## src/rtl/alu_pkg.sv

```systemverilog
// Shared ALUControl encodings and execute-stage FSM state type for the ALU decoder and alu_seq.
package alu_pkg;
    localparam logic [2:0] ALU_ADD = 3'b000;
    localparam logic [2:0] ALU_SUB = 3'b001;
    localparam logic [2:0] ALU_AND = 3'b010;
    localparam logic [2:0] ALU_OR  = 3'b011;
    localparam logic [2:0] ALU_SLT = 3'b101;
    localparam logic [2:0] ALU_SRA = 3'b111;

    typedef enum logic [1:0] {
        S_IDLE  = 2'd0,
        S_SHIFT = 2'd1,
        S_DONE  = 2'd2
    } state_t;
endpackage

```

## src/rtl/alu_sra_step.sv

```systemverilog
// Combinational arithmetic right shift of a WIDTH value by shamt (sign bit replicated).
module alu_sra_step #(
    parameter int WIDTH = 32,
    parameter int SW    = $clog2(WIDTH)
) (
    input  logic [WIDTH-1:0] value,
    input  logic [SW-1:0]    shamt,
    output logic [WIDTH-1:0] shifted
);
    assign shifted = WIDTH'($signed(value) >>> shamt);
endmodule

```

## src/rtl/alu_seq.sv

```systemverilog
// Handshaked multi-cycle ALU execute stage: single-step add/sub/and/or/slt, iterative sra.
// Define ALU_SEQ_BARREL_EN to make sra single-step through a full barrel shifter.
module alu_seq
    import alu_pkg::*;
#(
    parameter int WIDTH = 32
) (
    input  logic             clk,
    input  logic             reset_n,
    input  logic             in_valid,
    output logic             in_ready,
    input  logic [2:0]       alu_control,
    input  logic [WIDTH-1:0] a,
    input  logic [WIDTH-1:0] b,
    output logic             out_valid,
    input  logic             out_ready,
    output logic [WIDTH-1:0] result,
    output logic             zero,
    output logic             illegal
);
    localparam int SW = $clog2(WIDTH);

    state_t           state, state_nxt;
    logic [SW-1:0]    shamt;
    logic [WIDTH-1:0] shifted;
    logic [WIDTH-1:0] step_res;
    logic             step_ill;

    assign shamt     = b[SW-1:0];
    assign in_ready  = (state == S_IDLE);
    assign out_valid = (state == S_DONE);

`ifdef ALU_SEQ_BARREL_EN
    alu_sra_step #(.WIDTH(WIDTH), .SW(SW)) u_sra (
        .value   (a),
        .shamt   (shamt),
        .shifted (shifted)
    );
`else
    logic [SW-1:0] count;

    // One bit per cycle; the result register doubles as the shift register.
    alu_sra_step #(.WIDTH(WIDTH), .SW(SW)) u_sra (
        .value   (result),
        .shamt   (SW'(1)),
        .shifted (shifted)
    );
`endif

    always_comb begin
        step_res = '0;
        step_ill = 1'b0;
        unique case (alu_control)
            ALU_ADD: step_res = a + b;
            ALU_SUB: step_res = a - b;
            ALU_AND: step_res = a & b;
            ALU_OR:  step_res = a | b;
            ALU_SLT: step_res = {{(WIDTH-1){1'b0}}, ($signed(a) < $signed(b))};
`ifdef ALU_SEQ_BARREL_EN
            ALU_SRA: step_res = shifted;
`else
            ALU_SRA: step_res = a;
`endif
            default: step_ill = 1'b1;
        endcase
    end

    always_ff @(posedge clk or negedge reset_n) begin
        if (!reset_n) state <= S_IDLE;
        else          state <= state_nxt;
    end

    always_comb begin
        state_nxt = state;
        unique case (state)
            S_IDLE: begin
                if (in_valid) begin
`ifdef ALU_SEQ_BARREL_EN
                    state_nxt = S_DONE;
`else
                    state_nxt = (alu_control == ALU_SRA && shamt != '0) ? S_SHIFT : S_DONE;
`endif
                end
            end
`ifndef ALU_SEQ_BARREL_EN
            S_SHIFT: if (count == SW'(1)) state_nxt = S_DONE;
`endif
            S_DONE:  if (out_ready) state_nxt = S_IDLE;
            default: state_nxt = S_IDLE;
        endcase
    end

    always_ff @(posedge clk or negedge reset_n) begin
        if (!reset_n) begin
            result  <= '0;
            zero    <= 1'b0;
            illegal <= 1'b0;
`ifndef ALU_SEQ_BARREL_EN
            count   <= '0;
`endif
        end else if (state == S_IDLE && in_valid) begin
            result  <= step_res;
            zero    <= (step_res == '0);
            illegal <= step_ill;
`ifndef ALU_SEQ_BARREL_EN
            count   <= shamt;
`endif
        end
`ifndef ALU_SEQ_BARREL_EN
        else if (state == S_SHIFT) begin
            result <= shifted;
            count  <= count - SW'(1);
            // zero tracks only the final shifted value
            if (count == SW'(1)) zero <= (shifted == '0);
        end
`endif
    end
endmodule

```

## config.mk

```make
export PLATFORM = sky130hd
export DESIGN_NAME = alu_seq
export DESIGN_NICKNAME = d
export VERILOG_FILES = /design/src/rtl/alu_pkg.sv /design/src/rtl/alu_sra_step.sv /design/src/rtl/alu_seq.sv
export SDC_FILE = /design/constraint.sdc
export NUM_CORES = 1
export LEC_CHECK = 0
export ABC_AREA = 1
export BUFFER_PORTS_ARGS = -buffer_cell sky130_fd_sc_hd__buf_2
export CAP_MARGIN = 20
export CORE_MARGIN = 2
export CORE_UTILIZATION = 61
export DETAILED_ROUTE_END_ITERATION = 6
export PLACE_DENSITY = 0.84
export SYNTH_ARGS = -nofsm -noshare
export SYNTH_HDL_FRONTEND = slang
export SYNTH_SLANG_ARGS = --single-unit
```

## constraint.sdc

```tcl
create_clock -name clk -period 1.9 [get_ports clk]
set_clock_uncertainty 0.05 [all_clocks]
set_input_delay 0.38 -clock clk [delete_from_list [all_inputs] [get_ports clk]]
set_output_delay 0.38 -clock clk [all_outputs]
set_load 0.05 [all_outputs]
```

==> flow_summary_export.csv, run 1 <==
group,metric,value,unit
run_status,outcome,"aborted with a tool error",
run_status,haltStage,"global routing (5_1_grt)",
run_status,stop_error,"[ERROR GRT-0116] Global routing finished with congestion. Check the congestion regions in the DRC Viewer.",
yosys,synth_nets,1758,
floorplanning,start_util,0.624,
placement,placed_cell_area,0.0118,mm²
grt,track_usage,0.762,
floorplanning,io_pins,107,
grt,gr-total-overflow,190,
yosys,synth_cells,1580,
clock_network,clock_sink_count,41,
yosys,ys_warn_count,0,
placement,dp_hpwl,28.7,mm
yosys,ys_seq_area_frac,0.119,
yosys,netlist.area_leader.share,0.222,
floorplanning,dieWidth,123,µm
clock_network,ctsHoldBuffers,0,
clock_network,cts_made_buffers,5,
clock_network,ctsHtreeMaxLevel,2,
floorplanning,fp.dieH,123,µm
yosys,synth.area.top_cells,"nand2_1 (22%), ha_1 (15%), inv_1 (14%)",
placement,port_buffers,106,
yosys,avgSynthCellArea,5.46,µm²
grt,grt_pass1_vias,16497,
yosys,synth.distinct_cells,44,
yosys,yosysTopAreaCell,"nand2_1",
yosys,synthFlopType,"dfrtp_1",
grt,grt_pass1_wl,89.4,mm
yosys,synth-seq-cells,41,
grt,grt_max_degree,30,
yosys,synth_enable_flop_cells,0,
yosys,syn_area,0.00863,mm²
placement,dp_cells,2117,
placement,place_congestion,1.21,
clock_network,cts_root_buf,"clkbuf_16",
floorplanning,num_rows,43,
clock_network,cts.path.max_buffers,2,
yosys,async_flop_share,1.00,
==> routing by layer <==
layer / GRT overflow / track usage
met2: 127 / 0.981
met1: 1 / 0.740
met3: 4 / 0.560
met4: 58 / 0.802
met5: 0 / 0.153
==> synth_stat cells (all sizes together) (5+ instances only) <==
| library cell | instances |
|---|---|
| a22oi | 24 |
| dfrtp | 41 |
| a21oi | 87 |
| o22ai | 30 |
| clkbuf | 12 |
| ha | 105 |
| o21ai | 36 |
| nand4 | 22 |
| and3 | 5 |
| o21bai | 8 |
| nand3 | 141 |
| nor2 | 148 |
| buf | 35 |
| nand2 | 515 |
| inv | 320 |
| nor3 | 11 |
| and2 | 7 |
| nor4 | 10 |
==> metrics by stage <==
step           setup slack [ps]   util  TNS, ps
2_1_floorplan              -297      -     -827
4_1_cts                    -483  0.945    -5040
3_3_place_gp               -957  0.853   -16160
3_5_place_dp              -1000  0.853   -18790
==> logic make-up after synthesis <==
logic type / synth area share
buf+inv: 0.167
flops: 0.119
compound gates: 0.135
xor+xnor: 0.00203
simple gates: 0.420
fa+ha+maj: 0.157
==> timing repair <==
action	CTS
setup buffers	21
pin swaps	78
endpoints found under the setup margin	31
gates resized for setup	265
==> run 2, diff against run 1 <==
--- a/config.mk
+++ b/config.mk
@@ -9,9 +9,9 @@
 export BUFFER_PORTS_ARGS = -buffer_cell sky130_fd_sc_hd__buf_2
 export CAP_MARGIN = 20
 export CORE_MARGIN = 2
-export CORE_UTILIZATION = 61
+export CORE_UTILIZATION = 40
 export DETAILED_ROUTE_END_ITERATION = 6
-export PLACE_DENSITY = 0.84
+export PLACE_DENSITY_LB_ADDON = 0.15
 export SYNTH_ARGS = -nofsm -noshare
 export SYNTH_HDL_FRONTEND = slang
 export SYNTH_SLANG_ARGS = --single-unit
==> flow_summary_export.csv, run 2 <==
group,metric,value,unit
final_layout,diodes,0,
setup_path,end_kind,"register",
clock_network,clk_pin_slew,60,ps
routing,totalWireLength,42.3,mm
power_and_ir_drop,peakVddDrop,605,µV
yosys,ys_seq_area_frac,0.119,
final_layout,largest_reg_flops,32,
routing,routedWlPerCell,17.7,µm
grt,use_met3,0.0443,
grt,gr-total-overflow,0,
floorplanning,num_rows,53,
clock_network,ctsHtreeMaxLevel,2,
worst_hold_path,hold_class,"input pin to asynchronous set/reset pin",
routing,postRouteAntennaNets,0,
final_layout,nNetsFinal,2291,
floorplanning,dieWidth,151,µm
setup_path,critPathKind,"input pin to register",
sta,min_period,2450,ps
final_layout,drive_gt1_frac,0.544,
final_layout,syn_to_final_growth,87.6,%
yosys,syn_area,0.00863,mm²
run_status,outcome,"complete, but fails checks",
yosys,synth_nets,1758,
sta,worst_slack,-551,ps
setup_path,critical_path_required,2060,ps
power_and_ir_drop,power_leakage,0.00871,µW
grt,track_usage,0.354,
final_layout,top_register,"result",
sta,fin_crit_sh,1.29,
floorplanning,start_util,0.409,
floorplanning,dieArea,0.0228,mm²
grt,grt_pass1_vias,12052,
yosys,synthFlopType,"dfrtp_1",
sta,final_max_slew_viol_count,0,
routing,vias,12454,
grt,grt_max_degree,42,
final_layout,post-route-util,0.767,
sta,grt_setup_unrepaired,"yes",
grt,antenna_found_initial,0,
clock_network,clock_latency,280,ps
placement,dp_cells,2305,
routing,drt_iter0_markers,833,
floorplanning,fp.dieH,151,µm
final_layout,fin_cells,2389,
sta,tns,-6160,ps
grt,busiest_layer,"met2",
grt,use_met1,0.421,
final_layout,layout_commonest_cell,"buf_4",
setup_path,critPathLaunchType,"input pin",
yosys,netlist.area_leader.share,0.222,
yosys,synth_cells,1580,
yosys,synth_enable_flop_cells,0,
placement,dp_slack,-1060,ps
sta,holdWs,115,ps
yosys,ys_warn_count,0,
sta,setup_viol,28,
yosys,synth.distinct_cells,44,
placement,port_buffers,106,
run,max_cap_violations,0,
sta,hold_viol_final,0,
yosys,synth-seq-cells,41,
floorplanning,io_pins,107,
clock_network,clock_sink_count,41,
grt,grt_pass1_wl,62.2,mm
placement,dp_hpwl,32.3,mm
routing,post-route-drc-count,0,
yosys,avgSynthCellArea,5.46,µm²
power_and_ir_drop,power_density,621,mW/mm²
routing,viasPerCell,5.21,
sta,fmax,408,MHz
clock_network,cts.path.max_buffers,2,
clock_network,cts_root_buf,"clkbuf_16",
floorplanning,core_area,0.0211,mm²
yosys,synthTopCellsByCount,"nand2_1 (510), inv_1 (319), nor2_1 (139)",
yosys,async_flop_share,1.00,
clock_network,cts_tree,"done",
yosys,yosysTopAreaCell,"nand2_1",
final_layout,final_cell_mix,"buf_4 (380), nand2_1 (334), inv_1 (213)",
setup_path,cp.arrival,2610,ps
sta,tightest_slew,543,ps
sta,slew_headroom,0.638,
yosys,synth.most_common_cell,"nand2_1",
yosys,synth.area.top_cells,"nand2_1 (22%), ha_1 (15%), inv_1 (14%)",
routing,first_pass_iters,5,
setup_path,critPathMaxFanout,4,
grt,grtUsageMet2,0.629,
final_layout,reg_top3,"result x32, count x5, state x2",
clock_network,cts_made_buffers,5,
run_status,violations,"negative setup slack",
placement,place_congestion,0.998,
run 2: cell counts after synthesis:
No cell type changed its count.
run 2: power breakdown:
part	switching [µW]	internal (µW)	total [µW]
clock network	340	483	823
registers	417	1270	1690
logic	4590	2940	7530
run 2: repair_timing:
item / CTS / global route
endpoints found under the setup margin: 31 / 31
gates resized for setup: 510 / 296
hold buffers: 0 / 0
pin swaps: 177 / 166
setup buffers: 56 / 42
run 2: cells by family after synthesis:
kind of cell,synth area share
AO/OA/AOI/OAI,0.135
XOR/XNOR,0.00203
adder cells (fa/ha/maj),0.157
buffers and inverters,0.167
flip-flops,0.119
AND/OR/NAND/NOR,0.420
run 2: layout make-up:
cell class	instances	area (µm²)
clock inverters	2	10.0
fillers	1670	4910
multi-input cells	1172	8630
clock buffers	6	129
flip-flops and latches	41	1030
repair buffers	573	4750
well taps	275	344
inverters	320	1290
run 2: worst max-delay path, cell delays in order:
cell and delay, ps:
buf_4 140, buf_4 140, fa_2 400, nand2_2 110
nand2_4 80, buf_6 140, nand2_4 50, inv_2 40
nand2_2 60, nand3b_4 150, nand2_2 110, nand3_2 60
nand3_1 90, nand3_2 130, nor2_1 110, nand2_1 60
nor2_1 110, nand3_1 100, a21oi_2 130
run 2: metal layers:
layer | wire, µm | part of all wire
met1 | 16700 | 0.39
met2 | 20500 | 0.48
met3 | 2310 | 0.055
met4 | 2830 | 0.067
met5 | 0 | 0
run 2: stage by stage:
stage	total power, µW	cell area [µm²]
after floorplan	5300	9010
after global placement	7640	12600
after detailed placement	7700	12600
after CTS	9370	14900
after global routing	10700	16200
final	10000	16200
run 2: path summary, 6_finish.rpt:
kind                                           start                endpoint  slack, ps  cells past startpoint
min in group clk                      alu_control[0]     illegal$_DFFE_PN0P_        320                      2
worst min register to register   illegal$_DFFE_PN0P_     illegal$_DFFE_PN0P_        460                      2
worst min-delay path                         reset_n    state[1]$_DFFE_PN0P_        110                      2
worst max-delay path                            a[1]        zero$_DFFE_PN0P_       -550                     19
max in group asynchronous                    reset_n  result[23]$_DFFE_PN0P_       1310                      2
worst max register to register  state[1]$_DFFE_PN0P_        zero$_DFFE_PN0P_        120                     11
Power figures use the tool's default switching activity.
==> run 3, diff against run 2 <==
--- a/config.mk
+++ b/config.mk
@@ -6,7 +6,7 @@
 export NUM_CORES = 1
 export LEC_CHECK = 0
 export ABC_AREA = 1
-export BUFFER_PORTS_ARGS = -buffer_cell sky130_fd_sc_hd__buf_2
+export BUFFER_PORTS_ARGS = -buffer_cell sky130_fd_sc_hd__buf_4
 export CAP_MARGIN = 20
 export CORE_MARGIN = 2
 export CORE_UTILIZATION = 40
==> flow_summary_export.csv, run 3 (synthesis gave the netlist of run 2 again) <==
group,metric,value,unit
final_layout,final_area,0.0157,mm²
setup_path,r2r-end,"zero$_DFFE_PN0P_",
final_layout,reg_top3,"result x32, count x5, state x2",
setup_path,critical_path_required,2060,ps
run_status,violations,"negative setup slack",
sta,tns,-6170,ps
setup_path,critPathMaxFanout,3,
clock_network,clk_pin_slew,60,ps
clock_network,cts_root_buf,"clkbuf_16",
final_layout,syn_to_final_growth,82.0,%
routing,drt_iter0_markers,774,
floorplanning,start_util,0.409,
sta,final_max_slew_viol_count,0,
floorplanning,dieArea,0.0228,mm²
placement,dp_hpwl,32.0,mm
final_layout,layout_commonest_cell,"buf_4",
grt,gr-total-overflow,0,
routing,totalWireLength,41.4,mm
routing,routedWlPerCell,17.9,µm
sta,worst_slack,-616,ps
worst_hold_path,hold_class,"input pin to asynchronous set/reset pin",
floorplanning,core_area,0.0211,mm²
floorplanning,fp.dieH,151,µm
sta,setup_viol,27,
floorplanning,dieWidth,151,µm
clock_network,clock_latency,290,ps
setup_path,reg2reg_depth,11,
placement,dp_cells,2256,
power_and_ir_drop,power_leakage,0.00849,µW
clock_network,cts_made_buffers,5,
run,max_cap_violations,0,
grt,grt_pass1_vias,11543,
final_layout,fin_cells,2321,
setup_path,critPathKind,"input pin to register",
clock_network,cts_tree,"done",
setup_path,critPathLaunchType,"input pin",
routing,post-route-drc-count,0,
grt,track_usage,0.339,
setup_path,cp.arrival,2680,ps
routing,viasPerCell,5.28,
final_layout,regArea,0.00103,mm²
sta,fmax,397,MHz
final_layout,final_cell_mix,"buf_4 (392), nand2_1 (356), inv_1 (233)",
clock_network,cts.path.max_buffers,2,
setup_path,crit_chain,"buf_12, clkinv_8, ha_4, inv_4, fa_2, nand2_2, nand2_4, buf_6, nand4_1, nand2_2, nand2_2, nand2_2, nand2_2, nand3_2, nand3_4, nor3_2, nand3_1, nor2_2, nand3_2, a21oi_2",
setup_path,crit_top_cell,"nand2_2",
final_layout,fill_cells,1706,
clock_network,ctsHtreeMaxLevel,2,
floorplanning,io_pins,107,
final_layout,multi_input_area,0.00846,mm²
routing,postRouteAntennaNets,0,
power_and_ir_drop,peakVddDrop,730,µV
setup_path,critPathMaxStageDelay,190,ps
setup_path,end_kind,"register",
final_layout,drive_gt1_frac,0.501,
sta,min_period,2520,ps
setup_path,slowest_stage,"fa_2",
grt,grt_pass1_wl,59.6,mm
setup_path,r2r_setup_slack,0,ps
clock_network,ctsHoldBuffers,0,
routing,vias,12258,
setup_path,cp_num_buf_inv,4,
sta,grt_setup_unrepaired,"yes",
placement,port_buffers,106,
sta,tightest_slew,530,ps
routing,first_pass_iters,6,
placement,place_congestion,1.06,
sta,slew_headroom,0.647,
placement,dp_slack,-1190,ps
setup_path,critPathTopFamily,"simple AND/OR/NAND/NOR gates",
final_layout,nNetsFinal,2224,
run_status,outcome,"complete, but fails checks",
clock_network,clock_sink_count,41,
setup_path,r2r-start,"state[0]$_DFFE_PN0P_",
power_and_ir_drop,power_density,649,mW/mm²
sta,fin_crit_sh,1.32,
final_layout,diodes,0,
placement,placed_cell_area,0.0126,mm²
grt,grt_max_degree,42,
final_layout,top_register,"result",
final_layout,largest_reg_flops,32,
sta,hold_viol_final,0,
floorplanning,num_rows,53,
grt,antenna_found_initial,0,
==> run 3: cell types whose count changed in the layout (fill, tap and decap cells not counted), sizes merged <==
cell	before	now
buf	573	506
clkbuf	6	7
clkinv	2	1
inv	320	319
==> run 3: timing repair <==
action	in CTS	in global routing
pin swaps	98	126
endpoints found under the hold margin	0	0
resized for setup	358	361
setup endpoints to repair	31	32
buffers inserted	30	41
==> run 3: through the flow <==
stage | power [µW] | util | hold WS [ps]
6_report | 10200 | 0.744 | 20.5
5_1_grt | 10700 | 0.744 | 51.7
4_1_cts | 9340 | 0.672 | 35.3
3_5_place_dp | 7840 | 0.596 | 338
3_3_place_gp | 7770 | 0.596 | 338
2_1_floorplan | 5300 | - | 34.4
==> run 3: worst reg2reg max path, stage by stage, from the launching register on <==
cell and delay [ps]:
dfrtp_1 430, nor2_4 110, nand2_1 90, inv_2 120, nand4_1 210, nor2_1 140
nand2_1 80, nor2_2 120, nand3_1 90, nor2_2 160, nand3_2 100, a21oi_2 140
==> run 3: worst max-delay path by stage <==
stage          start               end  slack, ps  cells after the start
6_report        a[0]  zero$_DFFE_PN0P_       -620                     20
5_1_grt         b[3]  zero$_DFFE_PN0P_       -780                     19
4_1_cts         a[0]  zero$_DFFE_PN0P_       -560                     21
3_5_place_dp   b[18]  zero$_DFFE_PN0P_      -1190                     20
3_3_place_gp   a[20]  zero$_DFFE_PN0P_      -1190                     19
2_1_floorplan   a[0]  zero$_DFFE_PN0P_       -300                     15
==> run 3: final cells by class <==
class,count,share of cell area
inverters,320,0.0832
flip-flops and latches,41,0.0654
clock buffers,7,0.00909
multi-input cells,1172,0.539
well taps,275,0.0219
repair buffers,506,0.282
==> run 3: layer usage <==
| layer | routed length (µm) | global-route usage | share of wire |
|---|---|---|---|
| met1 | 16300 | 0.413 | 0.39 |
| met2 | 20200 | 0.604 | 0.49 |
| met3 | 2460 | 0.0401 | 0.059 |
| met4 | 2520 | 0.136 | 0.061 |
| met5 | 0 | 0 | 0 |
==> run 3: report_power, final <==
part | internal (µW) | total (µW) | switching (µW) | leakage [µW]
logic | 3020 | 7600 | 4580 | 0.00790
registers | 1270 | 1730 | 457 | 0.000517
clock network | 516 | 856 | 340 | 0.0000700
==> run 4, diff against run 3 <==
--- a/config.mk
+++ b/config.mk
@@ -11,7 +11,6 @@
 export CORE_MARGIN = 2
 export CORE_UTILIZATION = 40
 export DETAILED_ROUTE_END_ITERATION = 6
-export PLACE_DENSITY_LB_ADDON = 0.15
 export SYNTH_ARGS = -nofsm -noshare
 export SYNTH_HDL_FRONTEND = slang
 export SYNTH_SLANG_ARGS = --single-unit
==> flow_summary_export.csv, run 4 (synthesis gave the netlist of run 2 again) <==
group,metric,value,unit
run_status,outcome,"complete, but fails checks",
run_status,violations,"negative setup slack",
clock_network,cts_made_buffers,5,
placement,port_buffers,106,
routing,routedWlPerCell,17.4,µm
setup_path,cp.arrival,2620,ps
sta,worst_slack,-554,ps
routing,vias,12163,
clock_network,clk_pin_slew,50,ps
final_layout,nNetsFinal,2233,
sta,fmax,407,MHz
routing,drt_iter0_markers,855,
power_and_ir_drop,peakVddDrop,552,µV
setup_path,crit_chain,"buf_12, clkinv_8, ha_4, inv_4, fa_2, nand2_2, nand2_4, buf_6, nand4_1, nand2_2, nand2_2, nand2_2, nand2_2, nand3_2, nand3_2, nand2_2, inv_2, nand3_1, nor2_2, nand3_1, a21oi_2",
setup_path,critPathLaunchType,"input pin",
setup_path,critical_path_required,2070,ps
grt,grt_pass1_vias,11517,
placement,dp_hpwl,31.8,mm
final_layout,diodes,0,
setup_path,critPathMaxStageDelay,360,ps
placement,place_congestion,0.995,
grt,grt_pass1_wl,59.5,mm
clock_network,clock_sink_count,41,
clock_network,ctsHoldBuffers,0,
placement,dp_cells,2258,
final_layout,layout_commonest_cell,"buf_4",
floorplanning,core_area,0.0211,mm²
clock_network,cts_root_buf,"clkbuf_16",
setup_path,crit_top_cell,"nand2_2",
final_layout,largest_reg_flops,32,
setup_path,cp_num_buf_inv,5,
final_layout,fill_cells,1769,
final_layout,drive_gt1_frac,0.515,
floorplanning,dieArea,0.0228,mm²
sta,slew_headroom,0.652,
setup_path,critPathKind,"input pin to register",
sta,min_period,2450,ps
power_and_ir_drop,power_density,640,mW/mm²
clock_network,cts.path.max_buffers,2,
floorplanning,fp.dieH,151,µm
sta,tightest_slew,522,ps
final_layout,fin_cells,2330,
grt,grt_max_degree,42,
routing,viasPerCell,5.22,
sta,setup_viol,27,
placement,placed_cell_area,0.0125,mm²
floorplanning,dieWidth,151,µm
setup_path,slowest_stage,"fa_2",
final_layout,final_area,0.0157,mm²
floorplanning,start_util,0.409,
clock_network,clock_latency,280,ps
sta,hold_viol_final,0,
sta,fin_crit_sh,1.29,
power_and_ir_drop,power_leakage,0.00847,µW
sta,final_max_slew_viol_count,0,
routing,totalWireLength,40.5,mm
floorplanning,num_rows,53,
final_layout,syn_to_final_growth,81.9,%
run,max_cap_violations,0,
clock_network,ctsHtreeMaxLevel,2,
routing,first_pass_iters,5,
final_layout,final_cell_mix,"buf_4 (404), nand2_1 (324), inv_1 (221)",
final_layout,post-route-util,0.744,
setup_path,critPathTopFamily,"simple AND/OR/NAND/NOR gates",
final_layout,top_register,"result",
placement,dp_slack,-1180,ps
worst_hold_path,hold_class,"input pin to asynchronous set/reset pin",
clock_network,cts_tree,"done",
sta,grt_setup_unrepaired,"yes",
routing,postRouteAntennaNets,0,
grt,antenna_found_initial,0,
setup_path,critPathMaxFanout,3,
grt,gr-total-overflow,0,
setup_path,end_kind,"register",
routing,post-route-drc-count,0,
floorplanning,io_pins,107,
grt,track_usage,0.338,
final_layout,reg_top3,"result x32, count x5, state x2",
[run 4: area by class of cell]
cell class,instances,area [µm²],share of cell area
Inverter,320,1290,0.0823
Timing Repair Buffer,515,4400,0.280
Sequential cell,41,1030,0.0654
Multi-Input combinational cell,1172,8490,0.541
Clock buffer,7,143,0.00909
Tap cell,275,344,0.0219
[run 4: metrics by stage]
step	hold WS (ps)	TNS (ps)	power, µW
finish	24.2	-5730	10000
global route	70.0	-8580	10600
CTS	44.7	-4720	9370
detailed placement	343	-21160	7820
global placement	339	-20490	7760
floorplan	34.4	-827	5300
[run 4: repair_timing]
action,CTS,global route
buffers inserted,40,45
gates resized for setup,437,323
endpoints found under the setup margin,29,31
pin swaps,139,147
[run 4: worst paths after layout]
path / start / endpoint / slack [ps] / depth (start not counted)
min in group clk: alu_control[0] / illegal$_DFFE_PN0P_ / 280 / 2
worst min-delay path: reset_n / state[1]$_DFFE_PN0P_ / 20 / 1
worst max register to register: state[1]$_DFFE_PN0P_ / result[2]$_DFFE_PN0P_ / 130 / 10
worst max-delay path: a[0] / zero$_DFFE_PN0P_ / -550 / 21
worst min register to register: result[0]$_DFFE_PN0P_ / result[0]$_DFFE_PN0P_ / 460 / 2
max in group asynchronous: reset_n / result[24]$_DFFE_PN0P_ / 1420 / 1
[run 4: where the power goes]
part	internal, µW	switching (µW)	leakage [µW]
Clock	515	316	0.0000700
Sequential	1270	438	0.000517
Combinational	3010	4500	0.00788
Total	4790	5250	0.00847
[run 4: metal layers]
metal | global-route usage | vias to the layer above | part of all wire
met3 | 0.0367 | 106 | 0.054
met4 | 0.139 | 0 | 0.044
met2 | 0.598 | 421 | 0.50
met1 | 0.416 | 5721 | 0.40
li1 | - | 5915 | -
met5 | 0 | - | 0
